<file path="src/rtl/clk_div_pkg.sv">
// rtl/clk_div_pkg.sv - shared constants and divisor type for the programmable clock divider
package clk_div_pkg;

    localparam int DIV_W_DEFAULT = 8;
    localparam int MIN_DIV       = 2;
    localparam int DEFAULT_DIV   = 4;

    typedef logic [DIV_W_DEFAULT-1:0] div_t;

endpackage

</file>
<file path="src/rtl/clock_div_prog_if.sv">
// rtl/clock_div_prog_if.sv - control/status bundle of clock_div_prog (driver = master, divider = slave)
interface clock_div_prog_if #(
    parameter int DIV_W = clk_div_pkg::DIV_W_DEFAULT
);
    logic             enable;
    logic [DIV_W-1:0] div_in;
    logic             load;
    logic             clkDiv;
    logic             tick;
    logic             load_ack;
    logic             load_err;

    modport master (
        output enable, div_in, load,
        input  clkDiv, tick, load_ack, load_err
    );

    modport slave (
        input  enable, div_in, load,
        output clkDiv, tick, load_ack, load_err
    );
endinterface

</file>
<file path="src/rtl/clk_div_duty_fix.sv">
// rtl/clk_div_duty_fix.sv - negedge stretch of the divided clock for 50% duty at odd divisors
module clk_div_duty_fix (
    input  logic clkIn,
    input  logic reset,
    input  logic clk_pos,
    input  logic odd,
    output logic clk_out
);
    logic clk_neg;

    always_ff @(negedge clkIn or posedge reset) begin
        if (reset) begin
            clk_neg <= 1'b0;
        end else begin
            clk_neg <= clk_pos;
        end
    end

    // Half-cycle extension only for odd divisors; even divisors already have exact duty.
    assign clk_out = clk_pos | (clk_neg & odd);
endmodule

</file>
<file path="src/rtl/clock_div_prog.sv">
// rtl/clock_div_prog.sv - runtime-programmable integer clock divider; CLKDIV_ODD_DUTY50_EN adds 50% duty at odd divisors
module clock_div_prog #(
    parameter int DIV_W       = clk_div_pkg::DIV_W_DEFAULT,
    parameter int DEFAULT_DIV = clk_div_pkg::DEFAULT_DIV
) (
    input  logic                    clkIn,
    input  logic                    reset,
    clock_div_prog_if.slave         bus
);
    import clk_div_pkg::*;

    logic [DIV_W-1:0] div_act;
    logic [DIV_W-1:0] div_pend;
    logic             pend_v;
    logic [DIV_W-1:0] cnt;
    logic [DIV_W-1:0] cnt_nx;
    logic             run;
    logic             clk_q;
    logic             tick_q;
    logic             ack_q;
    logic             err_q;
    logic             load_ok;
    logic             boundary;

    always_comb begin
        cnt_nx = cnt + DIV_W'(1);
        if (!run || cnt == div_act - DIV_W'(1)) begin
            cnt_nx = '0;
        end
    end

    assign load_ok  = bus.load && (bus.div_in >= DIV_W'(MIN_DIV));
    // Disabling counts as a boundary so a pending divisor is never stranded.
    assign boundary = !bus.enable || (cnt_nx == '0);

    always_ff @(posedge clkIn or posedge reset) begin
        if (reset) begin
            div_act  <= DIV_W'(DEFAULT_DIV);
            div_pend <= '0;
            pend_v   <= 1'b0;
            cnt      <= '0;
            run      <= 1'b0;
            clk_q    <= 1'b0;
            tick_q   <= 1'b0;
            ack_q    <= 1'b0;
            err_q    <= 1'b0;
        end else begin
            err_q <= bus.load && !load_ok;
            ack_q <= 1'b0;
            if (boundary && pend_v) begin
                div_act <= div_pend;
                pend_v  <= 1'b0;
                ack_q   <= 1'b1;
            end
            // Placed after the apply so a load on a wrap edge stays pending for the next boundary.
            if (load_ok) begin
                div_pend <= bus.div_in;
                pend_v   <= 1'b1;
            end
            if (bus.enable) begin
                cnt    <= cnt_nx;
                run    <= 1'b1;
                clk_q  <= cnt_nx < (div_act >> 1);
                tick_q <= cnt_nx == '0;
            end else begin
                cnt    <= '0;
                run    <= 1'b0;
                clk_q  <= 1'b0;
                tick_q <= 1'b0;
            end
        end
    end

`ifdef CLKDIV_ODD_DUTY50_EN
    clk_div_duty_fix u_duty_fix (
        .clkIn   (clkIn),
        .reset   (reset),
        .clk_pos (clk_q),
        .odd     (div_act[0]),
        .clk_out (bus.clkDiv)
    );
`else
    assign bus.clkDiv = clk_q;
`endif

    assign bus.tick     = tick_q;
    assign bus.load_ack = ack_q;
    assign bus.load_err = err_q;
endmodule
</file>
<file path="src/flat_wrapper.sv">
// flat-port wrapper written by rule: the top's interface ports become plain ports
module clock_div_prog_flat import clk_div_pkg::*;
#(
    parameter int DIV_W       = clk_div_pkg::DIV_W_DEFAULT,
    parameter int DEFAULT_DIV = clk_div_pkg::DEFAULT_DIV
)
  (clkIn, reset, bus_enable, bus_div_in, bus_load, bus_clkDiv, bus_tick, bus_load_ack, bus_load_err);
  clock_div_prog_if #(.DIV_W(DIV_W)) bus_i ();
  input  logic clkIn;
  input  logic reset;
  input wire logic [$bits(bus_i.enable)-1:0] bus_enable;
  input wire logic [$bits(bus_i.div_in)-1:0] bus_div_in;
  input wire logic [$bits(bus_i.load)-1:0] bus_load;
  output wire logic [$bits(bus_i.clkDiv)-1:0] bus_clkDiv;
  output wire logic [$bits(bus_i.tick)-1:0] bus_tick;
  output wire logic [$bits(bus_i.load_ack)-1:0] bus_load_ack;
  output wire logic [$bits(bus_i.load_err)-1:0] bus_load_err;
  assign bus_i.enable = bus_enable;
  assign bus_i.div_in = bus_div_in;
  assign bus_i.load = bus_load;
  assign bus_clkDiv = bus_i.clkDiv;
  assign bus_tick = bus_i.tick;
  assign bus_load_ack = bus_i.load_ack;
  assign bus_load_err = bus_i.load_err;
  clock_div_prog #(.DIV_W(DIV_W), .DEFAULT_DIV(DEFAULT_DIV)) u_core (.clkIn(clkIn), .reset(reset), .bus(bus_i));
endmodule
</file>
<file path="config.mk">
export PLATFORM = sky130hd
export DESIGN_NAME = clock_div_prog_flat
export DESIGN_NICKNAME = d
export VERILOG_FILES = /design/src/rtl/clk_div_pkg.sv /design/src/rtl/clock_div_prog_if.sv /design/src/rtl/clk_div_duty_fix.sv /design/src/rtl/clock_div_prog.sv /design/src/flat_wrapper.sv
export SDC_FILE = /design/constraint.sdc
export NUM_CORES = 1
export LEC_CHECK = 0
export ABC_AREA = 1
export CAP_MARGIN = 30
export CELL_PAD_IN_SITES_DETAIL_PLACEMENT = 0
export CELL_PAD_IN_SITES_GLOBAL_PLACEMENT = 1
export CORE_MARGIN = 2
export CORE_UTILIZATION = 40
export DETAILED_ROUTE_END_ITERATION = 8
export PLACE_DENSITY = 0.8
export SYNTH_ARGS = -nofsm -noshare
export SYNTH_HDL_FRONTEND = slang
export SYNTH_SLANG_ARGS = --single-unit
</file>
<file path="constraint.sdc">
create_clock -name clkIn -period 5.3 [get_ports clkIn]
set_clock_uncertainty 0.1 [all_clocks]
set_input_delay 1.06 -clock clkIn [delete_from_list [all_inputs] [get_ports clkIn]]
set_output_delay 1.06 -clock clkIn [all_outputs]
set_load 0.05 [all_outputs]
</file>
* Yosys cells after proc, flatten, opt, wreduce, memory -nomap -nowiden
Cells that the tools add are included.
** Cells by class
- $add $sub $neg :: 2
- Magnitude comparators :: 2
- Equality and inequality tests :: 1
- Muxes and demuxes :: 8
- Reduce and logical (&&, ||, !) cells :: 10
** Operators with widths (count)
- $mux 8 :: 2
- $add 8x1->8 const B :: 1
- $eq 8x8->1 :: 1
- $ge 8x2->1 const B :: 1
- $logic_not 8->1 :: 1
- $lt 8x7->1 :: 1
- $sub 8x1->8 const B :: 1
- $mux 1 :: 6
- $logic_and 1x1->1 :: 3
- $logic_not 1->1 :: 3
- $logic_or 1x1->1 :: 2
- $reduce_bool 2->1 :: 1
** Word-level totals
- Register bits after elaboration :: 30
- Word-level logic and storage cells :: 32

* Depth between registers and ports, before layout
- Depth after elaboration :: 9
- Mapped depth :: 20

* Least setup slack after synthesis
OpenSTA, ideal clock, no wires.
- Path kind :: input port to flip-flop
- From :: input port bus_div_in[7]
- To :: register u_core.div_pend[0]
- Setup time :: 0.125 ns
- Arrival time :: 2.059 ns
- Data required time :: 5.075 ns
- Slack :: 3.016 ns
- Stages :: 5
- Path buffers :: 1
- Path through :: nor4_1 -> nand4_1 -> nand2_1 -> buf_2 -> mux2_2
** Between the ends
- Longest elaborated chain between the ends :: 2
** Ends and longest elaborated chain
- start: declaration :: RTL line flat_wrapper.sv:12 : input wire logic [$bits(bus_i.div_in)-1:0] bus_div_in;
- $ge 8x2->1 :: RTL line clock_div_prog.sv:32 : assign load_ok = bus.load && (bus.div_in >= DIV_W'(MIN_DIV));
- $logic_and 1x1->1 :: RTL line clock_div_prog.sv:32
- end signal: assignment :: RTL line clock_div_prog.sv:57 : div_pend <= bus.div_in;
- end: declaration :: RTL line clock_div_prog.sv:13 : logic [DIV_W-1:0] div_pend;
No other way between the ends.
A chain may end at the register's enable or synchronous reset.

* Worst setup path in the final report
Same ends and word-level chain as after synthesis.

==> run metrics <==
TritonCTS clock tree yes; total number of nets in the final design roughly 300; primary flip-flop cell chosen by synthesis mapping sky130_fd_sc_hd__dfrtp_1; diode insertion count for antenna repair 0; die height around 74 µm; Root Buffer Master sky130_fd_sc_hd__clkbuf_8; number of warnings issued by yosys 0; minimum hold slack roughly 0.39 ns; Non-Filler Instances roughly 340; chain of cells forming the critical path clkdlybuf4s50_1 > nor4_1 > nand4_1 > nand2_1 > mux2_2; largest net degree at the start of global routing 31; Data required, critical path around 5.4 ns; share of the synthesized netlist area taken by xor and xnor gates around 1.8%; Finish-stage setup viols 0; width of the die 73.59 µm; top area cells in the synthesized netlist sky130_fd_sc_hd__dfrtp_1 (37%), sky130_fd_sc_hd__nand2_1 (17%), sky130_fd_sc_hd__inv_1 (7.6%); total number of vias 1600; drt first-iter violations 70; Avg Inst Size Synth roughly 7.2 µm²; maximum level of the CTS H-tree 2; Max stage delay on crit path about 0.42 ns; core utilization of the finished layout ~48%; number of buffers created by CTS 5; post-CTS setup buffer count 0; count of unique library cells instantiated by Yosys 30; Synth async-reset ratio 100.0%; total negative slack 0 ns; unrepaired setup endpoints after global routing no; fraction of synthesized area in multiplexers 2.907%; Layout Cell Area excl Fill between 2000 and 2500 µm²; number of placed instances with taps included ~340; total congestion overflow after global routing 0; type of the worst min-delay path reg2reg; Clock Sinks 30; sort of element at the start of the critical path input pin; power density over the cells approximately 280 nW/µm²; area enclosed by the die boundary 5415 µm²; number of flip-flops and latches in the synthesized netlist 30; transition time of the tightest slew-check pin between 0.4 and 0.5 ns; Worst EP arrival roughly 2.7 ns; max-slew violation count 0; commonest cells after routing, fill and taps aside sky130_fd_sc_hd__nand2_1 (88), sky130_fd_sc_hd__inv_1 (39), sky130_fd_sc_hd__dfrtp_1 (29); worst IR drop on VDD ~0.00018 V; number of buffers on the longest clock path 2; count of fill cells added during filler insertion 496; remaining antenna violation count 0; most common library cell in the layout ignoring fill and taps sky130_fd_sc_hd__nand2_1; Critical-path top delay cell sky130_fd_sc_hd__clkdlybuf4s50_1; DRC Markers 0; sequential fraction of the synthesis area around 39%; part of the cycle the worst path needs 48.84%; core area between 4000 and 5000 µm²; total routing resource utilization after global routing approximately 17%; number of flops mapped to enable cells by yosys 0; time the final worst path needs with I/O delays and setup 2.588 ns; dpl hpwl between 3000 and 4000 µm; vias per std cell approximately 4.7; post-synth design cell area approximately 1900 µm²; cell accounting for the most synthesized area sky130_fd_sc_hd__dfrtp_1; fraction of layout instances using a drive strength above 1 12.80%; worst max-slew margin expressed relative to the limit between 60% and 70%; post-cts repair resize count 0; compound-gate portion of the synthesized area ~4.2%; critical path class in2reg; max capacitance violation total 0; simple-gate portion of the synthesized area a little under two fifths; highest achievable clock rate between 300 and 400 MHz; leakage power summed over all cells approximately 1.2 nW; post-detailed-route wirelength per cell between 10 and 15 µm; total I/O pin count 16; number of hold buffers added after cts 0; share of Yosys cell area claimed by the top area cell type a little under two fifths; Post-Synth Adder-Cell Area around 4.5%; combinational family with the most area after synthesis simple AND/OR/NAND/NOR gates; vias in the first global route about 1400; number of antenna violations at the first check in global routing 0; length of the first detailed-routing pass in iterations 4; initial core utilization 41.28%; total placed instance area 2138 µm²; largest fanout on the critical path 12; first-pass GRT wire length approximately 6900 µm; number of port buffers 15; number of standard cells after synthesis between 200 and 300; final weighted congestion in routability-driven placement roughly 0.81; Final Hold Violating Endpoints 0; total detailed-routing wirelength roughly 4000 µm; area added between synthesis and finish 15.31%; clock transition at the registers of the reported paths ~0.070 ns; source-to-sink clock delay at the later pin of the worst-skew pair between 0.2 and 0.3 ns; placement row count 25; Mapped Nets approximately 290; type of element capturing the critical path flip-flop; status complete, no violations
worst max-delay path, delay by kind of cell:
family | cells | cell delay [ns]
buffers and inverters | 1 | 0.42
muxes | 1 | 0.38
and+or+nand+nor | 3 | 0.79
sequential cells by signal, summed over array words and instances, names as in the netlist:
name                 cells
u_core.bus.clkDiv        1
u_core.bus.load_ack      1
u_core.bus.load_err      1
u_core.bus.tick          1
u_core.cnt               8
u_core.div_act           8
u_core.div_pend          8
u_core.pend_v            1
u_core.run               1
through the flow:
stage / setup WS, ns / power (mW)
floorplan: 3.016 / 0.4065
CTS: 2.678 / 0.6421
global placement: 2.461 / 0.4499
finish: 2.712 / 0.6351
detailed placement: 2.417 / 0.4507
global route: 2.439 / 0.6782
area by class of cell:
cell class	instances	area [µm²]	area share, %
multi-input combinational	189	988.4	44.26
sequential	30	752.0	33.67
inverter	46	172.7	7.731
timing repair buffer	16	157.7	7.059
clock buffer	6	82.58	3.697
tap	54	67.56	3.025
clock inverter	2	12.51	0.5602
metal layers:
metal / up-vias / part of all wire, % / track usage [%]
li1: 872 / - / -
met3: 5 / 3.6 / 3.704
met5: - / 0 / 0
met1: 702 / 50 / 22.92
met4: 0 / 1.6 / 6.061
met2: 21 / 45 / 26.49
logic make-up after synthesis:
kind of cell,count (synthesis)
adders and majority gates,7
AOI/OAI and AO/OA,11
and+or+nand+nor,162
buffers and inverters,49
DFF,30
xor gates and xnor gates,4
muxes,5
final timing paths:
kind	to	from	depth (start not counted)	slack, ns
max in group asynchronous	u_core.div_act[2]	reset	3	3.75
setup / recovery	u_core.div_pend[0]	bus_div_in[7]	5	2.71
hold reg to reg	u_core.div_pend[3]	u_core.div_pend[3]	2	0.39
hold / removal	u_core.div_pend[3]	u_core.div_pend[3]	2	0.39
min in group asynchronous	u_core.cnt[7]	reset	3	1.04
setup reg to reg	u_core.bus.clkDiv	u_core.div_act[1]	19	2.72
report_power, final:
part	leakage [nW]	switching, mW	internal, mW
clock	0.0472	0.0866	0.104
combinational	0.775	0.102	0.0648
sequential	0.376	0.0275	0.250
synthesized netlist by cell type, types with 2 or more instances:
library cell and count:
sky130_fd_sc_hd__a21oi_1 2, sky130_fd_sc_hd__clkinv_1 2, sky130_fd_sc_hd__dfrtp_1 29, sky130_fd_sc_hd__ha_1 7
sky130_fd_sc_hd__inv_1 39, sky130_fd_sc_hd__inv_2 5, sky130_fd_sc_hd__mux2_2 5, sky130_fd_sc_hd__nand2_1 88
sky130_fd_sc_hd__nand2_2 4, sky130_fd_sc_hd__nand2_4 2, sky130_fd_sc_hd__nand3_1 22, sky130_fd_sc_hd__nand3_2 2
sky130_fd_sc_hd__nand4_1 3, sky130_fd_sc_hd__nor2_1 27, sky130_fd_sc_hd__nor2_2 4, sky130_fd_sc_hd__nor3_1 6
sky130_fd_sc_hd__o211ai_2 2, sky130_fd_sc_hd__o21ai_0 5, sky130_fd_sc_hd__xnor2_1 2, sky130_fd_sc_hd__xor2_1 2
Note: power is estimated with default switching activity, not from simulation.
